<file path="config.mk">
export PLATFORM = sky130hd
export DESIGN_NAME = led_event_sequencer_flat
export DESIGN_NICKNAME = d
export VERILOG_FILES = /design/src/rtl/led_event_sequencer_if.sv /design/src/rtl/led_event_sequencer.sv /design/src/flat_wrapper.sv
export SDC_FILE = /design/constraint.sdc
export NUM_CORES = 1
export LEC_CHECK = 0
export ABC_AREA = 1
export BUFFER_PORTS_ARGS = -buffer_cell sky130_fd_sc_hd__buf_2
export CELL_PAD_IN_SITES_DETAIL_PLACEMENT = 0
export CELL_PAD_IN_SITES_GLOBAL_PLACEMENT = 2
export CORE_UTILIZATION = 38
export CTS_CLUSTER_SIZE = 8
export DETAILED_ROUTE_END_ITERATION = 8
export PLACE_DENSITY_LB_ADDON = 0.1
export SLEW_MARGIN = 0
export SYNTH_ARGS = -nofsm -noshare
export SYNTH_HDL_FRONTEND = slang
export SYNTH_SLANG_ARGS = --single-unit
</file>
<file path="constraint.sdc">
create_clock -name clk -period 2.9 [get_ports clk]
set_input_delay 0.58 -clock clk [delete_from_list [all_inputs] [get_ports clk]]
set_output_delay 0.58 -clock clk [all_outputs]
set_load 0.03 [all_outputs]
</file>
<file path="src/rtl/led_event_sequencer_if.sv">
// rtl/led_event_sequencer_if.sv - event handshake bundle between the core and the LED sequencer
interface led_event_sequencer_if;
    logic       ev_valid;
    logic [1:0] ev_op;
    logic [7:0] ev_data;
    logic       ev_ready;

    modport master (
        output ev_valid,
        output ev_op,
        output ev_data,
        input  ev_ready
    );

    modport slave (
        input  ev_valid,
        input  ev_op,
        input  ev_data,
        output ev_ready
    );
endinterface

</file>
<file path="src/rtl/led_event_sequencer.sv">
// rtl/led_event_sequencer.sv - buffers ALU events and shows them as timed op/data phases on 8 LEDs
module led_event_sequencer #(
    parameter int HOLD_CYCLES = 50_000_000,
    parameter int GAP_CYCLES  = 12_500_000,
    parameter int FIFO_DEPTH  = 4
) (
    input  logic                          clk,
    input  logic                          reset,
    led_event_sequencer_if.slave          ev_if,
    input  logic                          ovf_clr,
    output logic [7:0]                    LED,
    output logic                          busy,
    output logic [$clog2(FIFO_DEPTH):0]   level,
    output logic                          overflow,
    output logic [7:0]                    drop_count
);
    localparam int AW   = $clog2(FIFO_DEPTH);
    localparam int LW   = AW + 1;
    localparam int MAXC = (HOLD_CYCLES > GAP_CYCLES) ? HOLD_CYCLES : GAP_CYCLES;
    localparam int CW   = (MAXC > 1) ? $clog2(MAXC) : 1;

    localparam logic [CW-1:0] HOLD_LAST = CW'(HOLD_CYCLES - 1);
    localparam logic [CW-1:0] GAP_LAST  = CW'(GAP_CYCLES - 1);
    localparam logic [LW-1:0] FULL_LVL  = LW'(FIFO_DEPTH);

    typedef enum logic [1:0] {
        IDLE      = 2'd0,
        SHOW_OP   = 2'd1,
        SHOW_DATA = 2'd2,
        GAP       = 2'd3
    } state_t;

    state_t          r_state;
    logic [CW-1:0]   r_cnt;
    logic [7:0]      r_led;
    logic [7:0]      r_data;
    logic            r_busy;

    logic [9:0]      r_mem [FIFO_DEPTH];
    logic [AW-1:0]   r_wr_ptr;
    logic [AW-1:0]   r_rd_ptr;
    logic [LW-1:0]   r_level;

    logic            r_overflow;
    logic [7:0]      r_drop_count;

    logic            w_full;
    logic            w_nonempty;
    logic            w_push;
    logic            w_drop;
    logic            w_pop;
    logic [9:0]      w_head;

    // LED layout for the op phase: marker bit 7 plus a one-hot op code in the low nibble
    function automatic logic [7:0] op_pattern(input logic [1:0] op);
        return {4'b1000, 4'b0001 << op};
    endfunction

    assign w_full     = (r_level == FULL_LVL);
    assign w_nonempty = (r_level != '0);
    assign w_push     = ev_if.ev_valid && !w_full;
    assign w_drop     = ev_if.ev_valid && w_full;
    assign w_head     = r_mem[r_rd_ptr];

    // The FSM takes the head exactly when leaving IDLE or finishing a gap with work pending
    assign w_pop = w_nonempty &&
                   ((r_state == IDLE) || ((r_state == GAP) && (r_cnt == GAP_LAST)));

    assign ev_if.ev_ready = !w_full;
    assign LED            = r_led;
    assign busy           = r_busy;
    assign level          = r_level;
    assign overflow       = r_overflow;
    assign drop_count     = r_drop_count;

    // Event storage; contents need no reset because occupancy gates every read
    always_ff @(posedge clk) begin
        if (w_push) begin
            r_mem[r_wr_ptr] <= {ev_if.ev_op, ev_if.ev_data};
        end
    end

    // FIFO pointers and occupancy; a simultaneous push and pop leaves the level unchanged
    always_ff @(posedge clk or negedge reset) begin
        if (!reset) begin
            r_wr_ptr <= '0;
            r_rd_ptr <= '0;
            r_level  <= '0;
        end else begin
            if (w_push) begin
                r_wr_ptr <= r_wr_ptr + 1'b1;
            end
            if (w_pop) begin
                r_rd_ptr <= r_rd_ptr + 1'b1;
            end
            case ({w_push, w_pop})
                2'b10:   r_level <= r_level + 1'b1;
                2'b01:   r_level <= r_level - 1'b1;
                default: r_level <= r_level;
            endcase
        end
    end

    // Loss reporting; a drop in the same cycle as a clear restarts the count at one
    always_ff @(posedge clk or negedge reset) begin
        if (!reset) begin
            r_overflow   <= 1'b0;
            r_drop_count <= 8'h00;
        end else if (w_drop) begin
            r_overflow <= 1'b1;
            if (ovf_clr) begin
                r_drop_count <= 8'h01;
            end else if (r_drop_count != 8'hFF) begin
                r_drop_count <= r_drop_count + 8'h01;
            end
        end else if (ovf_clr) begin
            r_overflow   <= 1'b0;
            r_drop_count <= 8'h00;
        end
    end

    // Display sequencer: op phase, data phase, blank gap, with LED and busy registered
    always_ff @(posedge clk or negedge reset) begin
        if (!reset) begin
            r_state <= IDLE;
            r_cnt   <= '0;
            r_led   <= 8'h00;
            r_data  <= 8'h00;
            r_busy  <= 1'b0;
        end else begin
            case (r_state)
                IDLE: begin
                    if (w_nonempty) begin
                        r_state <= SHOW_OP;
                        r_cnt   <= '0;
                        r_led   <= op_pattern(w_head[9:8]);
                        r_data  <= w_head[7:0];
                        r_busy  <= 1'b1;
                    end
                end
                SHOW_OP: begin
                    if (r_cnt == HOLD_LAST) begin
                        r_state <= SHOW_DATA;
                        r_cnt   <= '0;
                        r_led   <= r_data;
                    end else begin
                        r_cnt <= r_cnt + 1'b1;
                    end
                end
                SHOW_DATA: begin
                    if (r_cnt == HOLD_LAST) begin
                        r_state <= GAP;
                        r_cnt   <= '0;
                        r_led   <= 8'h00;
                    end else begin
                        r_cnt <= r_cnt + 1'b1;
                    end
                end
                GAP: begin
                    if (r_cnt == GAP_LAST) begin
                        r_cnt <= '0;
                        if (w_nonempty) begin
                            r_state <= SHOW_OP;
                            r_led   <= op_pattern(w_head[9:8]);
                            r_data  <= w_head[7:0];
                        end else begin
                            r_state <= IDLE;
                            r_led   <= 8'h00;
                            r_busy  <= 1'b0;
                        end
                    end else begin
                        r_cnt <= r_cnt + 1'b1;
                    end
                end
                default: begin
                    r_state <= IDLE;
                    r_cnt   <= '0;
                    r_led   <= 8'h00;
                    r_busy  <= 1'b0;
                end
            endcase
        end
    end
endmodule

</file>
<file path="src/flat_wrapper.sv">
// flat-port wrapper written by rule: the top's interface ports become plain ports
module led_event_sequencer_flat 
#(
    parameter int HOLD_CYCLES = 50_000_000,
    parameter int GAP_CYCLES  = 12_500_000,
    parameter int FIFO_DEPTH  = 4
)
  (clk, reset, ovf_clr, LED, busy, level, overflow, drop_count, ev_if_ev_valid, ev_if_ev_op, ev_if_ev_data, ev_if_ev_ready);
  led_event_sequencer_if ev_if_i ();
  input  logic clk;
  input  logic reset;
  input  logic ovf_clr;
  output logic [7:0] LED;
  output logic busy;
  output logic [$clog2(FIFO_DEPTH):0] level;
  output logic overflow;
  output logic [7:0] drop_count;
  input wire logic [$bits(ev_if_i.ev_valid)-1:0] ev_if_ev_valid;
  input wire logic [$bits(ev_if_i.ev_op)-1:0] ev_if_ev_op;
  input wire logic [$bits(ev_if_i.ev_data)-1:0] ev_if_ev_data;
  output wire logic [$bits(ev_if_i.ev_ready)-1:0] ev_if_ev_ready;
  assign ev_if_i.ev_valid = ev_if_ev_valid;
  assign ev_if_i.ev_op = ev_if_ev_op;
  assign ev_if_i.ev_data = ev_if_ev_data;
  assign ev_if_ev_ready = ev_if_i.ev_ready;
  led_event_sequencer #(.HOLD_CYCLES(HOLD_CYCLES), .GAP_CYCLES(GAP_CYCLES), .FIFO_DEPTH(FIFO_DEPTH)) u_core (.clk(clk), .reset(reset), .ev_if(ev_if_i), .ovf_clr(ovf_clr), .LED(LED), .busy(busy), .level(level), .overflow(overflow), .drop_count(drop_count));
endmodule
</file>
==> impl_metrics.json <==
{
  "core-area_um2": 13200,
  "route.met2.wl_um": 5140,
  "dp_hpwl_um": 8030,
  "holdWs_ns": 0.237,
  "htreeDepth": 3,
  "setup_viol": 0,
  "timing.rr.end": "u_core.level[2]",
  "async_flop_share_pct": 60.4,
  "area_growth_pct": 12.8,
  "ys_seq_area_share_pct": 53.4,
  "post_cts_buffers": 0,
  "rsz0062_at_grt": "false",
  "synth-seq-cells": 101,
  "synthCells": 562,
  "finalCritPeriodShare_pct": 93.1,
  "antenna_left": 0,
  "cts_buffers": 9,
  "fin_util_pct": 43.7,
  "port_buffers": 35,
  "tns_ns": 0,
  "initial_core_util_pct": 38.8,
  "vias_per_cell": 4.85,
  "worst_slew_pin_slew_ns": 0.593,
  "r2r_slack_ns": 0.20,
  "vias": 3792,
  "die_w_um": 118,
  "worst-path-max-fanout": 5,
  "clkSinkCount": 101,
  "syn-num-nets": 589,
  "drv_slew": 0,
  "post-synth-top-area-fraction_pct": 29.9,
  "met3_length_um": 342,
  "worst_hold_path_type": "in2async",
  "rows": 42,
  "grt_max_degree": 62,
  "power.leakage_nw": 2.51,
  "power_density_nw_per_um2": 591,
  "fin_crit_ns": 2.70,
  "drt_pass1_iterations": 4,
  "clk_path_buf_depth": 2,
  "slew_headroom_pct": 60.1,
  "cts-root-buf": "clkbuf_16",
  "antenna_found_initial": 0,
  "grt_pass1_wl_um": 18700,
  "post_drt_wl_per_cell_um": 14.6,
  "worstPathArrival_ns": 2.93,
  "cts_tree": "yes",
  "fin_nets": 628,
  "worstPathRequired_ns": 3.14,
  "worstSetupPathType": "reg2reg",
  "grt_pass1_vias": 3600,
  "finalHoldViolCount": 0,
  "drc": 0,
  "end_kind": "flop",
  "critical_path.startpoint_type": "flop",
  "fmax_mhz": 371,
  "layout-drive-gt1-share_pct": 14.9,
  "routed.top_layer": "met4",
  "outcome": "complete, no violations",
  "wl_um": 11400,
  "synth_cell_types": 40,
  "synth_area_leaders": "dfrtp_1 30%, edfxtp_1 23%, nand2_1 8.8%",
  "chipHeight_um": 118,
  "synth_flop_cell": "dfrtp_1",
  "overflow": 0,
  "synth_edf_count": 40,
  "worst-r2r-cell-count": 10,
  "dieArea_um2": 13900,
  "synth_area_um2": 5110,
  "worstSkewPairLatency_ns": 0.36,
  "drt_iter0_drc": 206,
  "avgSynthCellArea_um2": 9.10,
  "grt.total_usage_pct": 17.6,
  "peakVddDrop_v": 0.000396,
  "fillCellCount": 1338,
  "path_clk_slew_ns": 0.08,
  "ctsResizeCount": 0,
  "reg2reg_from": "u_core.r_state[0]",
  "n_antenna_cell": 0,
  "timing.clock.skew_ns": 0.00932,
  "max_cap_viol_count": 0,
  "ctsHoldBuffers": 0,
  "yosysTopAreaCell": "dfrtp_1",
  "ioPinCount": 36,
  "wl_met1_um": 5750,
  "globalplace.congestion": 0.768,
  "yosysWarningCount": 0
}
-- layout make-up --
class                           count  area, um^2  share of cell area [%]
Multi-Input combinational cell    388        2070                    35.9
Clock inverter                      6        58.8                    1.02
Tap cell                          176         220                    3.82
Inverter                           59         221                    3.84
Sequential cell                   101        2730                    47.3
Timing Repair Buffer               42         240                    4.17
Clock buffer                       10         229                    3.97
-- how the worst max path moves through the flow --
stage	start	endpoint	slack (ns)	depth (start not counted)
final	u_core.r_state[0]	u_core.level[2]	0.20	10
after CTS	u_core.r_state[0]	u_core.level[2]	0.20	10
after detailed placement	u_core.r_state[0]	u_core.level[2]	0.23	10
after global placement	u_core.r_state[0]	u_core.level[2]	0.30	10
after global routing	u_core.r_state[0]	u_core.level[2]	0.02	10
after floorplan	u_core.level[2]	u_core.level[2]	0.58	12
-- registers in the layout, indices dropped and copies added (netlist names), 3 cells and up --
register	cells
u_core.level	3
u_core.r_mem	40
u_core.drop_count	8
u_core.r_data	8
u_core.r_cnt	26
u_core.LED	8
-- metrics by stage --
stage               setup WS, ns  power, mW  std cells  cell area [um^2]
floorplan                  0.583       2.06        562              5110
global placement           0.295       2.26        766              5480
detailed placement         0.229       2.27        766              5480
CTS                        0.197       3.46        782              5770
global route              0.0171       3.59        782              5770
finish                     0.201       3.41        782              5770
-- power by group --
part / internal, mW / leakage [nW] / switching [mW] / total (mW)
combinational: 0.148 / 1.22 / 0.352 / 0.501
sequential: 1.66 / 1.15 / 0.0726 / 1.73
clock: 0.607 / 0.139 / 0.571 / 1.18
total: 2.41 / 2.51 / 0.996 / 3.41
-- cell usage in the layout, fill, tap and decap left out, drive strengths merged --
cell type / Yosys / layout
nor3: 7 / 7
nand2: 126 / 126
clkbuf: 5 / 10
ha: 12 / 12
o21bai: 1 / 1
o211ai: 2 / 2
dfrtp: 61 / 61
nand3: 41 / 41
or2: 1 / 1
nor2: 76 / 76
a21oi: 35 / 35
edfxtp: 40 / 40
clkinvlp: 0 / 1
o21a: 1 / 1
inv: 58 / 63
a211oi: 1 / 1
o22ai: 8 / 8
o21ai: 42 / 42
xnor2: 5 / 5
xor2: 13 / 13
a31oi: 3 / 3
fa: 1 / 1
a22oi: 1 / 1
nand4: 11 / 11
a21o: 1 / 1
buf: 9 / 42
clkinv: 1 / 1
-- cells by family after synthesis --
logic type | Yosys count | share of synthesized area [%]
compound gates | 95 | 11.0
xor+xnor | 18 | 3.08
fa+ha+maj | 13 | 3.33
buf+inv | 73 | 6.19
flops | 101 | 53.4
simple gates | 262 | 23.0
-- Yosys cell counts (2+ instances only) --
cell type / n
o21ai_2: 6
o22ai_1: 8
nor2_2: 3
a31oi_1: 3
nand3_1: 40
inv_1: 56
inv_2: 2
a21oi_2: 3
nor2_4: 5
nand4_1: 11
dfrtp_1: 61
buf_2: 4
xor2_1: 13
o21ai_0: 35
xnor2_1: 5
nand2_2: 5
a21oi_1: 31
o211ai_1: 2
ha_1: 12
clkbuf_1: 5
nand2_1: 120
nor2_1: 67
nor3_1: 5
edfxtp_1: 40
buf_6: 5
-- worst max-delay path, cell delays in order (launching register included) --
cell and delay [ns]:
dfrtp_1 0.43, inv_1 0.16, ha_1 0.19, inv_1 0.14, o21ai_0 0.53, ha_1 0.25, inv_1 0.07, fa_1 0.38
a21oi_1 0.15, o21ai_0 0.13, xor2_1 0.16
-- per-layer routing --
metal	vias up	track usage [%]
met5	-	0
met4	0	5.45
met3	13	4.41
met2	49	26.7
li1	1940	-
met1	1790	24.6
Note: power is estimated with default switching activity, not from simulation.
